--- src/rtl/csa_pipe_pkg.sv ---
// Shared sizing helpers for the pipelined carry-select adder.
package csa_pipe_pkg;

  function automatic int unsigned nseg(input int unsigned width, input int unsigned blk);
    return width / blk;
  endfunction

  function automatic int unsigned nstg(input int unsigned width, input int unsigned blk,
                                       input int unsigned sps);
    return width / (blk * sps);
  endfunction

  function automatic bit params_ok(input int unsigned width, input int unsigned blk,
                                   input int unsigned sps);
    return (blk > 0) && (sps > 0) && (width >= blk) && (width % blk == 0) &&
           ((width / blk) % sps == 0);
  endfunction

  // Per-stage payload: a, b, partial sum, carry, carry-into-MSB.
  function automatic int unsigned payload_w(input int unsigned width);
    return 3 * width + 2;
  endfunction

endpackage

--- src/rtl/csa_segment.sv ---
// BLK-bit carry-select segment: both carry hypotheses evaluated, real carry picks one.
module csa_segment #(
  parameter int unsigned BLK = 16
) (
  input  logic [BLK-1:0] a,
  input  logic [BLK-1:0] b,
  input  logic           cin,
  output logic [BLK-1:0] s,
  output logic           cout,
  output logic           c_msb
);

  logic [BLK:0] sum0;
  logic [BLK:0] sum1;

  always_comb begin
    sum0        = {1'b0, a} + {1'b0, b};
    sum1        = {1'b0, a} + {1'b0, b} + {{BLK{1'b0}}, 1'b1};
    {cout, s}   = cin ? sum1 : sum0;
    c_msb       = a[BLK-1] ^ b[BLK-1] ^ s[BLK-1];
  end

endmodule

--- src/rtl/csa_pipe_adder.sv ---
// Pipelined carry-select adder/subtractor with valid/ready handshakes on both sides.
module csa_pipe_adder
  import csa_pipe_pkg::*;
#(
  parameter int unsigned WIDTH        = 64,
  parameter int unsigned BLK          = 16,
  parameter int unsigned SEGS_PER_STG = 1
) (
  input  logic             clk,
  input  logic             rst_n,
  input  logic             in_valid,
  output logic             in_ready,
  input  logic [WIDTH-1:0] a,
  input  logic [WIDTH-1:0] b,
  input  logic             c_in,
  input  logic             sub,
  output logic             out_valid,
  input  logic             out_ready,
  output logic [WIDTH-1:0] s,
  output logic             c_out,
  output logic             ovf
);

  localparam int unsigned NSTG = nstg(WIDTH, BLK, SEGS_PER_STG);
  localparam int unsigned SW   = BLK * SEGS_PER_STG;

  if (!params_ok(WIDTH, BLK, SEGS_PER_STG)) begin : g_param_check
    $error("csa_pipe_adder: WIDTH must be a multiple of BLK*SEGS_PER_STG");
  end

  logic [NSTG-1:0]  stg_valid;
  logic [NSTG-1:0]  stg_carry;
  logic [NSTG-1:0]  stg_cmsb;
  logic [NSTG-1:0]  load;
  logic [WIDTH-1:0] stg_a [NSTG];
  logic [WIDTH-1:0] stg_b [NSTG];
  logic [WIDTH-1:0] stg_s [NSTG];

  for (genvar k = 0; k < NSTG; k++) begin : g_stg
    logic [WIDTH-1:0]        a_src, b_src, s_src;
    logic                    v_src, c_src;
    logic [SEGS_PER_STG:0]   cc;
    logic [SEGS_PER_STG-1:0] cm;
    logic [SW-1:0]           seg_s;
    logic [WIDTH-1:0]        a_d, a_q, b_d, b_q, s_d, s_q;
    logic                    v_d, v_q, c_d, c_q, m_d, m_q;

    // b is inverted once on entry, so later stages never need sub.
    if (k == 0) begin : g_head
      assign a_src = a;
      assign b_src = sub ? ~b : b;
      assign s_src = '0;
      assign v_src = in_valid;
      assign c_src = c_in;
    end else begin : g_body
      assign a_src = stg_a[k-1];
      assign b_src = stg_b[k-1];
      assign s_src = stg_s[k-1];
      assign v_src = stg_valid[k-1];
      assign c_src = stg_carry[k-1];
    end

    // A stage may load when empty or when its occupant moves on this edge.
    if (k == NSTG - 1) begin : g_tail_ld
      assign load[k] = !v_q | out_ready;
    end else begin : g_mid_ld
      assign load[k] = !v_q | load[k+1];
    end

    assign cc[0] = c_src;
    for (genvar j = 0; j < SEGS_PER_STG; j++) begin : g_seg
      csa_segment #(.BLK(BLK)) u_seg (
        .a     (a_src[k*SW + j*BLK +: BLK]),
        .b     (b_src[k*SW + j*BLK +: BLK]),
        .cin   (cc[j]),
        .s     (seg_s[j*BLK +: BLK]),
        .cout  (cc[j+1]),
        .c_msb (cm[j])
      );
    end

    always_comb begin
      v_d = v_q;
      a_d = a_q;
      b_d = b_q;
      s_d = s_q;
      c_d = c_q;
      m_d = m_q;
      if (load[k]) begin
        v_d = v_src;
      end
      if (load[k] && v_src) begin
        a_d               = a_src;
        b_d               = b_src;
        s_d               = s_src;
        s_d[k*SW +: SW]   = seg_s;
        c_d               = cc[SEGS_PER_STG];
        m_d               = cm[SEGS_PER_STG-1];
      end
    end

    always_ff @(posedge clk or negedge rst_n) begin
      if (!rst_n) begin
        v_q <= 1'b0;
        a_q <= '0;
        b_q <= '0;
        s_q <= '0;
        c_q <= 1'b0;
        m_q <= 1'b0;
      end else begin
        v_q <= v_d;
        a_q <= a_d;
        b_q <= b_d;
        s_q <= s_d;
        c_q <= c_d;
        m_q <= m_d;
      end
    end

    assign stg_valid[k] = v_q;
    assign stg_carry[k] = c_q;
    assign stg_cmsb[k]  = m_q;
    assign stg_a[k]     = a_q;
    assign stg_b[k]     = b_q;
    assign stg_s[k]     = s_q;
  end

  assign in_ready  = load[0];
  assign out_valid = stg_valid[NSTG-1];
  assign s         = stg_s[NSTG-1];
  assign c_out     = stg_carry[NSTG-1];
  assign ovf       = stg_cmsb[NSTG-1] ^ stg_carry[NSTG-1];

endmodule
--- config.mk ---
export PLATFORM = sky130hd
export DESIGN_NAME = csa_pipe_adder
export DESIGN_NICKNAME = d
export VERILOG_FILES = /design/src/rtl/csa_pipe_pkg.sv /design/src/rtl/csa_segment.sv /design/src/rtl/csa_pipe_adder.sv
export SDC_FILE = /design/constraint.sdc
export NUM_CORES = 1
export LEC_CHECK = 0
export CORE_UTILIZATION = 24
export DETAILED_ROUTE_END_ITERATION = 8
export GPL_TIMING_DRIVEN = 0
export SETUP_SLACK_MARGIN = 0.05
export SYNTH_ARGS = -nofsm -noshare
export SYNTH_HDL_FRONTEND = slang
export SYNTH_SLANG_ARGS = --single-unit
--- constraint.sdc ---
create_clock -name clk -period 8.9 [get_ports clk]
set_input_delay 2.225 -clock clk [delete_from_list [all_inputs] [get_ports clk]]
set_output_delay 2.225 -clock clk [all_outputs]
set_load 0.005 [all_outputs]
; ---- Yosys cells after proc, flatten, opt, wreduce, memory -nomap -nowiden
; Cells that the tools add are included.
[totals]
reg_bits = 553
input_bits = 134
output_inout_bits = 68
elab_cells = 48
[op_classes]
add_sub_neg = 8
n_mux = 5
bitwise_logic = 8
reduce_logical = 8
[op_table]
columns = op, n
row1 = 16-bit by 16-bit adder with 17-bit output, 4
row2 = 17-bit by 1-bit adder with 17-bit output (second input constant), 4
row3 = 17-bit two-way mux, 4
row4 = 64-bit two-way mux, 1
row5 = 64-bit inverter, 1
row6 = 1-bit logical AND, 4
row7 = 1-bit zero test, 4
row8 = 1-bit OR, 4
row9 = 1-bit XOR, 3

; ---- Logic depth before layout (Yosys ltp)
[depth]
ltp_word = 6
mapped_depth = 15
depth_no_buf = 13

; ---- Cells and area by module
; A second synthesis with hierarchy kept.
[hier_totals]
hier_cells = 1541
area_unflattened_um2 = 19663.9
[by_module_without_submodules]
columns = mod, n_inst, cells_per_inst, area_each_um2, seq_area_each_um2
row1 = csa_pipe_adder, 1, 840, 14290.0, 9033.7
row2 = csa_segment (g_stg[1].g_seg[0].u_seg ...), 2, 175, 1305.0, 0.0
row3 = csa_segment (g_stg[3].g_seg[0].u_seg), 1, 188, 1452.6, 0.0
row4 = csa_segment (g_stg[0].g_seg[0].u_seg), 1, 163, 1311.3, 0.0

; ---- Worst setup path before layout
; OpenSTA, ideal clock, no wires.
[synth_path]
path_kind = input -> register
start = input sub
end = register g_stg[0].c_q
setup_ns = 0.122
t_arrival_ns = 5.606
t_required_ns = 8.778
path_slack_ns = 3.172
path_stages = 15
n_path_buf = 2
cell_sequence = clkbuf_1 clkbuf_1 xor2_1 ha_1 inv_1 fa_1 nor2b_1 o2111a_1 nor4_1 xnor2_1 nand4_1 or3_1 nor4_1 mux2i_1 nand2_1
[synth_between]
elab_chain_cells = 4
[synth_rtl]
columns = item, line_no
row1 = "start, declared", csa_pipe_adder.sv:16  ; input logic sub,
row2 = 64-bit two-way mux *, csa_pipe_adder.sv:51  ; assign b_src = sub ? ~b : b;
row3 = 16-bit by 16-bit adder with 17-bit output *, "csa_segment.sv:17, csa_segment.sv:18"
row4 = 17-bit by 1-bit adder with 17-bit output, csa_segment.sv:18  ; sum1 = {1'b0, a} + {1'b0, b} + {{BLK{1'b0}}, 1'b1};
row5 = 17-bit two-way mux *, csa_segment.sv:19  ; {cout, s} = cin ? sum1 : sum0;
row6 = "end signal, assigned", csa_pipe_adder.sv:108  ; c_q <= 1'b0;
row7 = "end signal, assigned", csa_pipe_adder.sv:115  ; c_q <= c_d;
row8 = "end, declared", csa_pipe_adder.sv:46  ; logic v_d, v_q, c_d, c_q, m_d, m_q;
; Every way passes the cells marked *; elsewhere a longest branch is shown, timed or not.
; A chain may end at the register's enable or synchronous reset.

; ---- Worst setup path in the final report
; Same ends and word-level chain as after synthesis.

==> results.toml <==
[sta]
fin_worst_hold_slack_ps = 475
setup_repair_after_global_routing_missed_its_margin = "no"
fin_crit_ps = 6240
timing.slew.headroom = 0.317
report.final.setup_viol = 0
worst_pin_slew_ps = 1020
post-route-period-util = 0.701
final_hold_viol_count = 0
timing.final.max_slew_violations = 0
max_freq_ghz = 0.160
fin_tns_setup_ps = 0
worst_clock_skew_ps = 25.2

[worst_setup_path]
signal_arrival_time_at_the_worst_endpoint_ps = 6660
cp.required_ps = 9320
critical_path.startpoint = "sub"
worst-r2r-setup-slack_ps = 5310
worst_path_max_delay_cell = "clkbuf_1"
critical_path.endpoint_type = "flip-flop"
critical_path_start_end_classification = "in2reg"
critical_path_buf_inv_count = 3
worst_path_dominant_cell_family = "buffers and inverters"
timing.critical_path.fanout_max = 10
critical_path.cell_chain = "clkbuf_1 > clkbuf_1 > xor2_1 > ha_1 > inv_1 > fa_1 > nand2b_1 > a211oi_1 > o31ai_1 > nor2b_1 > xnor2_1 > nand3_1 > nor4_1 > mux2i_1 > nand2_1"
crit_top_cell = "clkbuf_1"
element_type_at_the_critical_path_start = "primary input"
regToRegStartpoint = "out_valid$_DFFE_PN0P_"
cpPeakStageDelay_ps = 680

[floorplan]
rows = 101
die_span_in_y_um = 280
initial_utilization = 0.243
floorplan.die.width_um = 280
area_enclosed_by_the_die_boundary_um2 = 78200
floorplan.io_pins = 202
design.core.area_um2 = 76100

[drt]
vias = 13300
drt_pre_antenna_iters = 5
number_of_nets_with_antenna_violations_after_routing = 0
detail_route.wl_per_cell_um = 16.8
drc = 0
dr.first_iter.drc_count = 675
vias_per_cell = 4.40
route.final.wire_length_um = 50900

[yosys]
yosysTopAreaCellShare = 0.488
post-synth-top-area-cell = "dfrtp_1"
synthTopCellsByCount = "dfrtp_1 (361), nand2_1 (296), mux2_2 (197), o21ai_0 (123), xnor2_1 (108)"
synth_area_leaders = "dfrtp_1 (49%), mux2_2 (12%), nand2_1 (6.0%), xnor2_1 (5.1%), ha_1 (4.7%)"
seq_area_frac_synth = 0.488
synth_flop_cell = "dfrtp_1"
synth.ff_latch_count = 361
synth_cells = 1719
synth-edff-count = 0
yosysMostFrequentCell = "dfrtp_1"
post_synth_instance_area_um2 = 18500
yosysUniqueCellTypes = 83
ys_async_sr_fraction = 1.00
synth_warnings = 0
syn-num-nets = 1927
syn_area_per_cell_um2 = 10.8

[pwr]
tot_pwr_mw = 7.16
power_density_nw_per_um2 = 308
vdd_drop_max_mv = 0.132
leakage_nw = 9.86

[place]
gp_congestion = 0.809
portBuffers = 200
post-dp-hpwl_um = 39900
post_dp_area_um2 = 21900

[outcome]
run_status = "finished clean"

[clock_tree]
cts_made_buffers = 41
post_cts.repair.setup_buffers = 0
post_cts_resize_count = 0
clock_tree_buffer_depth = 3
htree_levels = 2
hold_buffers = 0
cts_root_buf = "clkbuf_16"
worst_setup_hold_path_clk_slew_ps = 60
tritoncts = "yes"
worstSkewPairLatency_ps = 550
cts_sinks = 361

[finish]
finish.utilization = 0.305
final_area_um2 = 23200
antennaDiodeCount = 0
syn_to_final_growth_pct = 25.6
fin_nets = 2173
filler_cell_count = 7871
final_layout_size_suffix_gt1_frac = 0.157

[grt]
grt-ovfl-total = 0
grt_first_pass_wirelength_um = 80200
grt_start_max_net_pins = 123
grt_pass1_vias = 14000
global_route.usage.total = 0.131
number_of_antenna_violations_at_the_first_check_in_global_routing = 2

[hold_path]
min_path_type = "reg2reg"
hold_path_startpoint = "g_stg[1].s_q[19]$_DFFE_PN0P_"

[job]
cap_violations = 0
==> metal layers <==
layer / wire, um / up-vias / global-route usage
li1: - / 6530 / -
met4: 1030 / 0 / 0.0340
met3: 1800 / 63 / 0.0219
met1: 23600 / 6502 / 0.171
met5: 0 / - / 0
met2: 24500 / 230 / 0.225
==> worst reg2reg max path: stages (launching register included) <==
cell and delay, ps:
dfrtp_1 360, nor2b_1 240, nand4_1 200, nand2_1 220, clkbuf_1 730, clkbuf_1 830, clkbuf_1 700, nand2_1 160
nand2_1 100
==> sequential cells by signal, summed over array words and instances, names as in the netlist <==
name / flops
g_stg.a_q: 96
g_stg.m_q: 1
g_stg.v_q: 3
g_stg.c_q: 3
c_out: 1
out_valid: 1
s: 64
g_stg.b_q: 96
g_stg.s_q: 96
==> layout make-up <==
cell class | count | area (um^2) | area share
clock buffers | 51 | 1110 | 0.0479
flip-flops and latches | 361 | 9030 | 0.389
well taps | 1030 | 1290 | 0.0555
clock inverters | 22 | 240 | 0.0103
repair buffers | 203 | 2090 | 0.0899
plain buffers | 82 | 380 | 0.0164
inverters | 20 | 75.1 | 0.00323
multi-input cells | 1256 | 9020 | 0.388
==> power by group <==
part | total [mW] | switching [mW] | internal [mW]
clock | 1.70 | 0.690 | 1.01
combinational | 2.91 | 1.48 | 1.43
sequential | 2.56 | 0.345 | 2.21
==> through the flow <==
| step | instances | worst slack [ps] |
|---|---|---|
| after floorplan | 1719 | 3170 |
| after global placement | 2949 | -9560 |
| after detailed placement | 2952 | 2070 |
| after CTS | 3025 | 2640 |
| after global routing | 3025 | 2280 |
| final | 3025 | 2660 |
==> placed cells by master, fill, tap and decap left out, drive strengths merged, types with 5 or more instances in the layout <==
master,n
a21o,17
nor3b,5
o21bai,10
nor4,10
nand3,25
a2111oi,5
nand2b,13
a31o,5
a221oi,5
a211oi,18
xor2,64
clkinv,12
o21a,5
inv,23
o21ai,134
o31ai,5
ha,70
and3,16
dfrtp,361
a21oi,48
nor3,24
nand4,18
clkbuf,104
mux2i,6
mux2,197
a211o,5
xnor2,108
buf,33
and2,11
o211ai,9
clkdlybuf4s50,199
or3,6
nor2b,9
nand2,296
nor2,52
==> final timing paths <==
check / end / cells after the start
setup / recovery: g_stg[0].c_q$_DFFE_PN0P_ / 15
hold reg to reg: g_stg[1].s_q[19]$_DFFE_PN0P_ / 2
hold / removal: g_stg[1].s_q[19]$_DFFE_PN0P_ / 2
setup reg to reg: g_stg[0].a_q[49]$_DFFE_PN0P_ / 8
min in group asynchronous: g_stg[0].a_q[46]$_DFFE_PN0P_ / 2
max in group asynchronous: s[5]$_DFFE_PN0P_ / 3
==> cells by family (layout without fill, tap and decap cells) <==
| group | after synthesis | after routing | synth area share |
|---|---|---|---|
| AO/OA/AOI/OAI | 305 | 305 | 0.107 |
| adder cells (fa/ha/maj) | 74 | 74 | 0.0516 |
| AND/OR/NAND/NOR | 502 | 502 | 0.124 |
| flip-flops | 361 | 361 | 0.488 |
| buffers and inverters | 102 | 378 | 0.0246 |
| XOR/XNOR | 172 | 172 | 0.0814 |
| multiplexers | 203 | 203 | 0.123 |
Note: power is estimated with default switching activity, not from simulation.
